File: config.mk
export PLATFORM = sky130hd
export DESIGN_NAME = uart_frame_tx
export DESIGN_NICKNAME = d
export VERILOG_FILES = /design/src/rtl/uart_pkg.sv /design/src/rtl/uart_tx_fifo.sv /design/src/rtl/uart_frame_tx.sv
export SDC_FILE = /design/constraint.sdc
export NUM_CORES = 1
export LEC_CHECK = 0
export BUFFER_PORTS_ARGS = -buffer_cell sky130_fd_sc_hd__buf_2
export CORE_MARGIN = 8
export CORE_UTILIZATION = 60
export DETAILED_ROUTE_END_ITERATION = 10
export PLACE_DENSITY = 0.76
export SLEW_MARGIN = 25
export SYNTH_ARGS = -nofsm -noshare
export SYNTH_HDL_FRONTEND = slang
export SYNTH_SLANG_ARGS = --single-unit
File: constraint.sdc
create_clock -name clk -period 3.8 [get_ports clk]
set_input_delay 0.76 -clock clk [delete_from_list [all_inputs] [get_ports clk]]
set_output_delay 0.76 -clock clk [all_outputs]
set_load 0.1 [all_outputs]
File: src/rtl/uart_pkg.sv
// Shared UART definitions: FSM state encoding, data width and baud divider helper.
// Used by both the transmit and receive paths.
package uart_pkg;

  localparam int UART_DATA_W = 8;

  localparam logic [2:0] ST_IDLE   = 3'd0;
  localparam logic [2:0] ST_START  = 3'd1;
  localparam logic [2:0] ST_DATA   = 3'd2;
  localparam logic [2:0] ST_PARITY = 3'd3;
  localparam logic [2:0] ST_STOP   = 3'd4;

  typedef enum logic [2:0] {
    IDLE   = ST_IDLE,
    START  = ST_START,
    DATA   = ST_DATA,
    PARITY = ST_PARITY,
    STOP   = ST_STOP
  } uart_state_t;

  function automatic int baud_div(input int clk_freq, input int baud);
    return clk_freq / baud;
  endfunction

endpackage

File: src/rtl/uart_tx_fifo.sv
// Synchronous byte FIFO feeding the UART transmitter.
// full and level are registered so wr_ready can come straight from a flop.
module uart_tx_fifo
  import uart_pkg::*;
#(
  parameter int DEPTH = 16
) (
  input  logic                     clk,
  input  logic                     reset,
  input  logic                     wr_en,
  input  logic [UART_DATA_W-1:0]   wr_data,
  input  logic                     rd_en,
  output logic [UART_DATA_W-1:0]   rd_data,
  output logic                     full,
  output logic                     empty,
  output logic [$clog2(DEPTH):0]   level
);

  localparam int AW = $clog2(DEPTH);
  localparam int LW = AW + 1;

  logic [UART_DATA_W-1:0] mem [DEPTH];
  logic [AW-1:0]          wr_ptr;
  logic [AW-1:0]          rd_ptr;
  logic [LW-1:0]          level_nxt;
  logic                   wr_acc;
  logic                   rd_acc;

  assign empty   = (level == '0);
  assign wr_acc  = wr_en && !full;
  assign rd_acc  = rd_en && !empty;
  assign rd_data = mem[rd_ptr];

  always_comb begin
    level_nxt = level + LW'(wr_acc) - LW'(rd_acc);
  end

  always_ff @(posedge clk or negedge reset) begin
    if (!reset) begin
      wr_ptr <= '0;
      rd_ptr <= '0;
      level  <= '0;
      full   <= 1'b0;
    end else begin
      if (wr_acc) wr_ptr <= wr_ptr + AW'(1);
      if (rd_acc) rd_ptr <= rd_ptr + AW'(1);
      level <= level_nxt;
      full  <= (level_nxt == LW'(DEPTH));
    end
  end

  // Storage carries no reset; only the pointers and counters define validity.
  always_ff @(posedge clk) begin
    if (wr_acc) mem[wr_ptr] <= wr_data;
  end

endmodule

File: src/rtl/uart_frame_tx.sv
// 8-bit UART transmitter: FIFO-buffered, own baud divider, 1 or 2 stop bits.
// Define UART_TX_PARITY_EN to insert an even parity bit after data bit 7.
module uart_frame_tx
  import uart_pkg::*;
#(
  parameter int CLK_FREQ  = 50_000_000,
  parameter int BAUD      = 115200,
  parameter int DEPTH     = 16,
  parameter int STOP_BITS = 1
) (
  input  logic                     clk,
  input  logic                     reset,
  input  logic                     wr_en,
  input  logic [UART_DATA_W-1:0]   wr_data,
  output logic                     wr_ready,
  output logic                     txd,
  output logic                     busy,
  output logic                     done,
  output logic [$clog2(DEPTH):0]   level
);

  localparam int DIV = baud_div(CLK_FREQ, BAUD);
  localparam int BCW = $clog2(DIV);

  uart_state_t            state, state_nxt;
  logic [BCW-1:0]         baud_cnt, baud_nxt;
  logic [2:0]             bit_cnt, bit_nxt;
  logic                   txd_nxt, busy_nxt, done_nxt;
  logic                   pop, shift_en;
  logic                   baud_end;
  logic [UART_DATA_W-1:0] shift;
  logic [UART_DATA_W-1:0] fifo_dout;
  logic                   fifo_full, fifo_empty;
`ifdef UART_TX_PARITY_EN
  logic                   par_bit;
`endif

  uart_tx_fifo #(.DEPTH(DEPTH)) u_fifo (
    .clk     (clk),
    .reset   (reset),
    .wr_en   (wr_en),
    .wr_data (wr_data),
    .rd_en   (pop),
    .rd_data (fifo_dout),
    .full    (fifo_full),
    .empty   (fifo_empty),
    .level   (level)
  );

  assign wr_ready = !fifo_full;
  assign baud_end = (baud_cnt == BCW'(DIV - 1));

  // Next-state and next-output logic; txd/busy/done are then registered.
  always_comb begin
    state_nxt = state;
    baud_nxt  = baud_cnt + BCW'(1);
    bit_nxt   = bit_cnt;
    txd_nxt   = txd;
    busy_nxt  = busy;
    done_nxt  = 1'b0;
    pop       = 1'b0;
    shift_en  = 1'b0;
    case (state)
      IDLE: begin
        baud_nxt = '0;
        if (!fifo_empty) begin
          pop       = 1'b1;
          state_nxt = START;
          bit_nxt   = '0;
          txd_nxt   = 1'b0;
          busy_nxt  = 1'b1;
        end
      end
      START: begin
        if (baud_end) begin
          baud_nxt  = '0;
          state_nxt = DATA;
          txd_nxt   = shift[0];
        end
      end
      DATA: begin
        if (baud_end) begin
          baud_nxt = '0;
          if (bit_cnt == 3'd7) begin
            bit_nxt = '0;
`ifdef UART_TX_PARITY_EN
            state_nxt = PARITY;
            txd_nxt   = par_bit;
`else
            state_nxt = STOP;
            txd_nxt   = 1'b1;
`endif
          end else begin
            bit_nxt  = bit_cnt + 3'd1;
            shift_en = 1'b1;
            txd_nxt  = shift[1];
          end
        end
      end
`ifdef UART_TX_PARITY_EN
      PARITY: begin
        if (baud_end) begin
          baud_nxt  = '0;
          state_nxt = STOP;
          txd_nxt   = 1'b1;
        end
      end
`endif
      STOP: begin
        if (baud_end) begin
          baud_nxt = '0;
          if (bit_cnt == 3'(STOP_BITS - 1)) begin
            bit_nxt  = '0;
            done_nxt = 1'b1;
            // Chain straight into the next frame when another byte is waiting.
            if (!fifo_empty) begin
              pop       = 1'b1;
              state_nxt = START;
              txd_nxt   = 1'b0;
            end else begin
              state_nxt = IDLE;
              txd_nxt   = 1'b1;
              busy_nxt  = 1'b0;
            end
          end else begin
            bit_nxt = bit_cnt + 3'd1;
          end
        end
      end
      default: begin
        state_nxt = IDLE;
        baud_nxt  = '0;
        txd_nxt   = 1'b1;
        busy_nxt  = 1'b0;
      end
    endcase
  end

  always_ff @(posedge clk or negedge reset) begin
    if (!reset) begin
      state    <= IDLE;
      baud_cnt <= '0;
      bit_cnt  <= '0;
      txd      <= 1'b1;
      busy     <= 1'b0;
      done     <= 1'b0;
    end else begin
      state    <= state_nxt;
      baud_cnt <= baud_nxt;
      bit_cnt  <= bit_nxt;
      txd      <= txd_nxt;
      busy     <= busy_nxt;
      done     <= done_nxt;
    end
  end

  // Datapath: shift register loads on pop, parity is captured with it.
  always_ff @(posedge clk) begin
    if (pop)           shift <= fifo_dout;
    else if (shift_en) shift <= {1'b0, shift[UART_DATA_W-1:1]};
  end

`ifdef UART_TX_PARITY_EN
  always_ff @(posedge clk) begin
    if (pop) par_bit <= ^fifo_dout;
  end
`endif

endmodule

==> summary.md, run 1 <==
| Metric | Value |
|---|---|
| Syn Nets | 465 |
| Power per cell area | 593.3 mW/mm² |
| Clk buf depth | 2 |
| Syn Area/Cell | 16.35 µm² |
| Clock Skews | 6.741 ps |
| Crit path from | u_fifo.level[2] |
| TritonRoute pass-1 iters | 4 |
| Post-CTS Hold Buffers | 0 |
| Final wirelength | 13240 µm |
| Synth warnings | 0 |
| Hpwl dp | 8630 µm |
| Synth area leaders | edfxtp_1, dfrtp_1, mux4_1 |
| Per-cell routed wire length | 21.21 µm |
| Seq cells post-synth | 168 |
| Max-Cap Viols | 0 |
| CTS tree | yes |
| Share of cells above drive strength 1 | 15.72% |
| Post-layout minimum cycle time | 3104 ps |
| Critical R2R Launch | u_fifo.level[2] |
| First-pass GRT wire length | 21000 µm |
| Final setup vio count | 0 |
| Placed Area | 0.007386 mm² |
| Hold Crit Class | primary input to async pin |
| Clock Tree Root | clkbuf_16 |
| GR Overflow Total | 0 |
| Leakage power figure | 0.002818 µW |
| Simple-gate area share of the yosys netlist | 6.936% |
| Largest area contributor in the netlist | edfxtp_1 |
| Hold Worst Slack | 392.4 ps |
| Slew HR | 45.44% |
| Drt drc | 0 |
| CP Class | register to register |
| Fin Setup TNS | 0 ps |
| Site row count | 40 |
| Initial Util | 60.48% |
| Fin area | 0.007936 mm² |
| Clock Latency Late Sink | 420 ps |
| EDFF count, synth | 136 |
| Reg2reg setup slack | 700 ps |
| Placeable core area | 0.01181 mm² |
| PostCTS Resize Cnt | 0 |
| Ports | 20 |
| # Post-CTS Setup Buffers | 0 |
| Mapped Cells | 437 |
| CTS buffer count | 17 |
| Clock transition at path regs | 70 ps |
| Mux contribution to synthesized area | 12.09% |
| Largest net degree at the start of global routing | 46 |
| Critical Path Sink Type | register |
| Vias per std cell | 6.095 |
| RR Endpoint | u_fifo.full |
| FF-to-FF path depth | 14 |
| Crit path arrival time | 3420 ps |
| Async S/R FF share, synth | 19.05% |
| Total GRT Usage | 17.71% |
| Final hold vios | 0 |
| Full die area | 0.01565 mm² |
| Area grow syn2layout | 11.11% |
| Antenna Nets Post-Route | 0 |
| Cell Area, Synth | 0.007143 mm² |
| Net count, final | 492 |
| Crit path max fanout | 5 |
| Initial DRC Count | 391 |
| Unrepaired setup endpoints after global routing | false |
| Die H | 125.1 µm |
| Critical path destination | u_fifo.full |
| Xor and xnor area share after synthesis | 2.084% |
| Vias in the first global route | 3860 |
| Fin. max-slew vios | 0 |
| Antenna diodes | 0 |
| Largest family of logic cells by synthesized area | multiplexers |
| Synth Flop Type | edfxtp_1 |
| PortBufs | 19 |
| Post-synthesis sequential area ratio | 68.40% |
| Htree depth | 4 |
| GPL Wtd Cong | 0.8147 |
| Adder-cell share of the synthesized area | 3.083% |
| Max Clock Freq | 0.3222 GHz |
| CTS sink count | 168 |
| Via count | 3803 |
| Post-synth cell types | 49 |
| Maximum VDD drop | 0.0005340 V |
| Crit path required time | 4110 ps |
| Synth Area in Compound Gates | 4.992% |
| Top-area cell type share of the netlist area | 57.17% |
| Slew @ Worst Pin | 815.4 ps |
| Status | complete, no violations |
| Die Wd | 125.1 µm |
| Initial antenna violation count | 0 |
| Fin crit share | 81.67% |
| Startpoint types | register |
## how the worst min path moves through the flow
stage | startpoint | endpoint | slack, ps
4_1_cts | reset | u_fifo.level[2] | 410
3_3_place_gp | baud_cnt[0] | baud_cnt[0] | 470
6_report | reset | baud_cnt[7] | 390
3_5_place_dp | baud_cnt[0] | baud_cnt[0] | 480
5_1_grt | reset | baud_cnt[8] | 460
2_1_floorplan | baud_cnt[0] | baud_cnt[0] | 450
## layout by cell type, fill, tap and decap left out, types with 14 or more instances in the layout
cell | netlist | final
ha_1 | 16 | 16
edfxtp_1 | 136 | 136
clkbuf_16 | 0 | 17
inv_1 | 16 | 16
nand2_1 | 14 | 14
a21oi_1 | 20 | 19
nor2_1 | 37 | 37
dfrtp_1 | 31 | 31
buf_2 | 6 | 19
mux4_1 | 21 | 21
## flip-flops by register name, summed over array words and instances (netlist names), 3 cells and up
| register | count |
|---|---|
| baud_cnt | 9 |
| bit_cnt | 3 |
| shift | 8 |
| state | 3 |
| u_fifo.level | 5 |
| u_fifo.mem | 128 |
| u_fifo.rd_ptr | 4 |
| u_fifo.wr_ptr | 4 |
## power breakdown
part           switching (µW)  internal, µW
sequential               97.4          2200
combinational             616           230
clock                     715           848
total                    1430          3280
## area by class of cell
type / count / area (µm²)
Fill cell: 784 / 3875
Multi-Input combinational cell: 233 / 2088
Timing Repair Buffer: 28 / 175.2
Clock buffer: 17 / 425.4
Inverter: 16 / 60.06
Tap cell: 147 / 183.9
Sequential cell: 168 / 4886
Clock inverter: 15 / 117.6
## kinds of logic after synthesis
logic type,after synthesis
buffers and inverters,36
XOR/XNOR,17
multiplexers,45
flip-flops,168
AO/OA/AOI/OAI,56
adder cells (fa/ha/maj),17
AND/OR/NAND/NOR,98
## cell usage after synthesis, types with 2 or more instances
library cell and number:
nand2b_1 9, nor3_1 8, a2111oi_0 5, nand4_1 2, a211oi_1 7, xor2_1 8
nand2_1 14, xnor2_1 9, o31ai_1 2, ha_1 16, clkbuf_1 9, mux2i_1 12
mux4_1 21, edfxtp_1 136, o21bai_1 3, mux4_2 5, a31oi_1 4, nand3_1 4
nor2_1 37, buf_2 6, o211ai_1 2, a21oi_1 20, buf_6 2, nor2b_1 13
o21ai_0 7, dfrtp_1 31, inv_1 16, mux2_2 7, a21o_1 2
## worst max-delay path, cell delays in order (launching register included)
cell      delay (ps)
dfrtp_1          400
inv_1            100
ha_1             150
nor4b_2          390
nand2b_1         200
a21oi_2           50
ha_1             290
inv_1             40
ha_1             200
fa_1             400
a21oi_1          150
o21bai_1          90
xnor2_1          240
nand2b_1          90
nor4_1           200
## through the flow
stage | cells | power, µW | worst slack (ps) | utilization (%)
finish | 624 | 4708 | 696.4 | 67.19
global route | 624 | 4883 | 389.7 | 67.19
CTS | 623 | 4742 | 676.7 | 67.13
detailed placement | 591 | 3183 | 715.4 | 62.53
global placement | 591 | 3137 | 968.7 | 62.53
floorplan | 437 | 2941 | 291.2 | -
## per-layer routing
| metal | vias up | track usage (%) | share of wire [%] |
|---|---|---|---|
| li1 | 1747 | - | - |
| met1 | 1930 | 23.36 | 45 |
| met2 | 101 | 27.71 | 47 |
| met3 | 25 | 3.910 | 4.7 |
| met4 | 0 | 8.095 | 2.4 |
| met5 | - | 0 | 0 |
Note: power is estimated with default switching activity, not from simulation.
==> run 2, diff against run 1 <==
--- a/config.mk
+++ b/config.mk
@@ -7,9 +7,9 @@
 export LEC_CHECK = 0
 export BUFFER_PORTS_ARGS = -buffer_cell sky130_fd_sc_hd__buf_2
 export CORE_MARGIN = 8
-export CORE_UTILIZATION = 60
+export CORE_UTILIZATION = 56
 export DETAILED_ROUTE_END_ITERATION = 10
-export PLACE_DENSITY = 0.76
+export PLACE_DENSITY = 0.75
 export SLEW_MARGIN = 25
 export SYNTH_ARGS = -nofsm -noshare
 export SYNTH_HDL_FRONTEND = slang
==> constraint.sdc (replaced) <==
create_clock -name clk -period 2.5 [get_ports clk]
set_input_delay 0.5 -clock clk [delete_from_list [all_inputs] [get_ports clk]]
set_output_delay 0.5 -clock clk [all_outputs]
set_load 0.1 [all_outputs]
==> run 2 against run 1 <==
Against the previous run:
- the run now ends with negative setup slack left
- utilization up 0.27 points
- wire length up 2.1%
- sequential share of layout area down 3.6 points
- critical path depth unchanged
- die area up 6.2%
- highest routed layer unchanged
- first-iteration DRC count down 19%
- largest cell class unchanged
==> summary.md, run 2 (synthesis results as in run 1) <==
| Metric | Value |
|---|---|
| Status | complete, but fails checks (was complete, no violations) |
| Violated checks | negative setup slack |
| Total GRT Usage | 17.78% (was 17.71%) |
| Full die area | 0.01663 mm² (was 0.01565 mm²) |
| Startpoint types | register (unchanged) |
| Fin area | 0.008444 mm² (was 0.007936 mm²) |
| Clock Tree Root | clkbuf_16 (unchanged) |
| Fin Setup TNS | -295.7 ps (was 0 ps) |
| Slew @ Worst Pin | 713.9 ps (was 815.4 ps) |
| Leakage power figure | 0.003049 µW (was 0.002818 µW) |
| Clock transition at path regs | 60 ps (was 70 ps) |
| Initial Util | 57.07% (was 60.48%) |
| Die H | 128.9 µm (was 125.1 µm) |
| Area grow syn2layout | 18.22% (was 11.11%) |
| Drt drc | 0 (unchanged) |
| Placed cells | 649 (was 591) |
| Placed Area | 0.007746 mm² (was 0.007386 mm²) |
| Final wirelength | 13510 µm (was 13240 µm) |
| Antenna diodes | 0 (unchanged) |
| Max Clock Freq | 0.3577 GHz (was 0.3222 GHz) |
| Fin. max-slew vios | 0 (unchanged) |
| Max-Cap Viols | 0 (unchanged) |
| GR Overflow Total | 0 (unchanged) |
| Clock Skews | 7.652 ps (was 6.741 ps) |
| Maximum VDD drop | 0.0005999 V (was 0.0005340 V) |
| Clock Latency Late Sink | 420 ps (about the same) |
| Post-layout minimum cycle time | 2796 ps (was 3104 ps) |
| Fin crit share | 111.8% (was 81.67%) |
| CTS tree | yes (unchanged) |
| First-pass GRT wire length | 21820 µm (was 21000 µm) |
| GPL Wtd Cong | 0.8009 (was 0.8147) |
| CP Class | register to register (unchanged) |
| Post-Layout Cell Count | 680 (was 624) |
| Net count, final | 527 (was 492) |
| Site row count | 41 (was 40) |
| Post-layout util | 67.46% (was 67.19%) |
| Power per cell area | 946.3 mW/mm² (was 593.3 mW/mm²) |
| Reg2reg setup slack | -300 ps (was 700 ps) |
| Hold Crit Class | primary input to async pin (unchanged) |
| Slew HR | 52.41% (was 45.44%) |
| Via count | 3863 (was 3803) |
| Critical R2R Launch | u_fifo.level[2] (unchanged) |
| Largest Register | u_fifo.mem (unchanged) |
| Vias in the first global route | 4013 (was 3860) |
| Final hold vios | 0 (unchanged) |
| Initial DRC Count | 317 (was 391) |
| Crit path max fanout | 2 (was 5) |
| Leading cell types in the layout, fill and taps excluded | edfxtp_1, buf_4, nor2_1 (was edfxtp_1, nor2_1, dfrtp_1) |
| Hold Worst Slack | 133.3 ps (was 392.4 ps) |
| CTS sink count | 168 (unchanged) |
| Post-CTS Hold Buffers | 0 (unchanged) |
| Crit path required time | 2820 ps (was 4110 ps) |
| Share of cells above drive strength 1 | 24.02% (was 15.72%) |
| Initial antenna violation count | 0 (unchanged) |
| Final setup vio count | 1 (was 0) |
| Crit path from | u_fifo.level[2] (unchanged) |
| Unrepaired setup endpoints after global routing | true (was false) |
| Commonest non-fill, non-tap cell in the layout | edfxtp_1 (unchanged) |
| Placeable core area | 0.01252 mm² (was 0.01181 mm²) |
| Ports | 20 (unchanged) |
| Clk buf depth | 2 (unchanged) |
| Antenna Nets Post-Route | 0 (unchanged) |
| Die Wd | 128.9 µm (was 125.1 µm) |
| Final WS setup | -295.7 ps (was 696.4 ps) |
| Max reg flops | 128 (unchanged) |
| TritonRoute pass-1 iters | 4 (unchanged) |
| CTS buffer count | 17 (unchanged) |
| Critical Path Sink Type | register (unchanged) |
| Leading registers by flop count | u_fifo.mem x128, baud_cnt x9, shift x8 (unchanged) |
| PortBufs | 19 (unchanged) |
| Hpwl dp | 8642 µm (was 8630 µm) |
| Htree depth | 4 (unchanged) |
| Per-cell routed wire length | 19.87 µm (was 21.21 µm) |
| Vias per std cell | 5.681 (was 6.095) |
| Crit path arrival time | 3110 ps (was 3420 ps) |
| Largest net degree at the start of global routing | 46 (unchanged) |
run 2: layer usage:
metal	wire length, µm	track usage (%)	vias to the layer above
met5	0	0	-
met4	240	7.809	0
met3	786	3.475	23
met2	7019	29.80	102
met1	5461	22.08	1937
li1	-	-	1801
run 2: worst max-delay path, cell delays in order (launching register included):
cell,delay [ps]
dfrtp_4,490
inv_4,70
ha_4,120
nor4b_4,240
nand2b_4,200
a21oi_4,40
ha_4,260
inv_2,40
ha_4,150
fa_2,360
a21oi_2,120
o21bai_1,80
xnor2_1,220
nand2b_1,120
nor4_2,180
run 2: through the flow:
stage               setup WS [ps]  power [µW]
floorplan                  -444.7        4555
CTS                        -249.4        8012
global placement           -88.49        4958
finish                     -295.7        7991
detailed placement         -228.4        5029
global route               -475.9        8297
run 2: worst paths after layout:
| kind | endpoint | cells after the start |
|---|---|---|
| worst min register to register | txd | 2 |
| worst min-delay path | baud_cnt[5] | 1 |
| max in group asynchronous | u_fifo.level[2] | 1 |
| worst max-delay path | u_fifo.full | 14 |
| min in group clk | u_fifo.mem[15][7] | 1 |
| worst max register to register | u_fifo.full | 14 |
run 2: area by class of cell:
type / count / area (µm²)
clock inverters: 10 / 227.7
well taps: 172 / 215.2
flip-flops and latches: 168 / 4897
repair buffers: 63 / 450.4
fillers: 847 / 4073
clock buffers: 18 / 429.2
multi-input cells: 233 / 2162
inverters: 16 / 62.56
run 2: report_power, final:
part,leakage (µW),internal (µW),switching (µW)
Sequential,0.00162,3360,168
Clock,0.000318,1950,968
Combinational,0.00111,523,1020
Total,0.00305,5830,2160
run 2: what timing repair did:
| item | 4_1_cts | 5_1_grt |
|---|---|---|
| setup endpoints to repair | 2 | 3 |
| setup buffers | 3 | 0 |
| resized for setup | 2 | 1 |
| pin swaps | 0 | 2 |
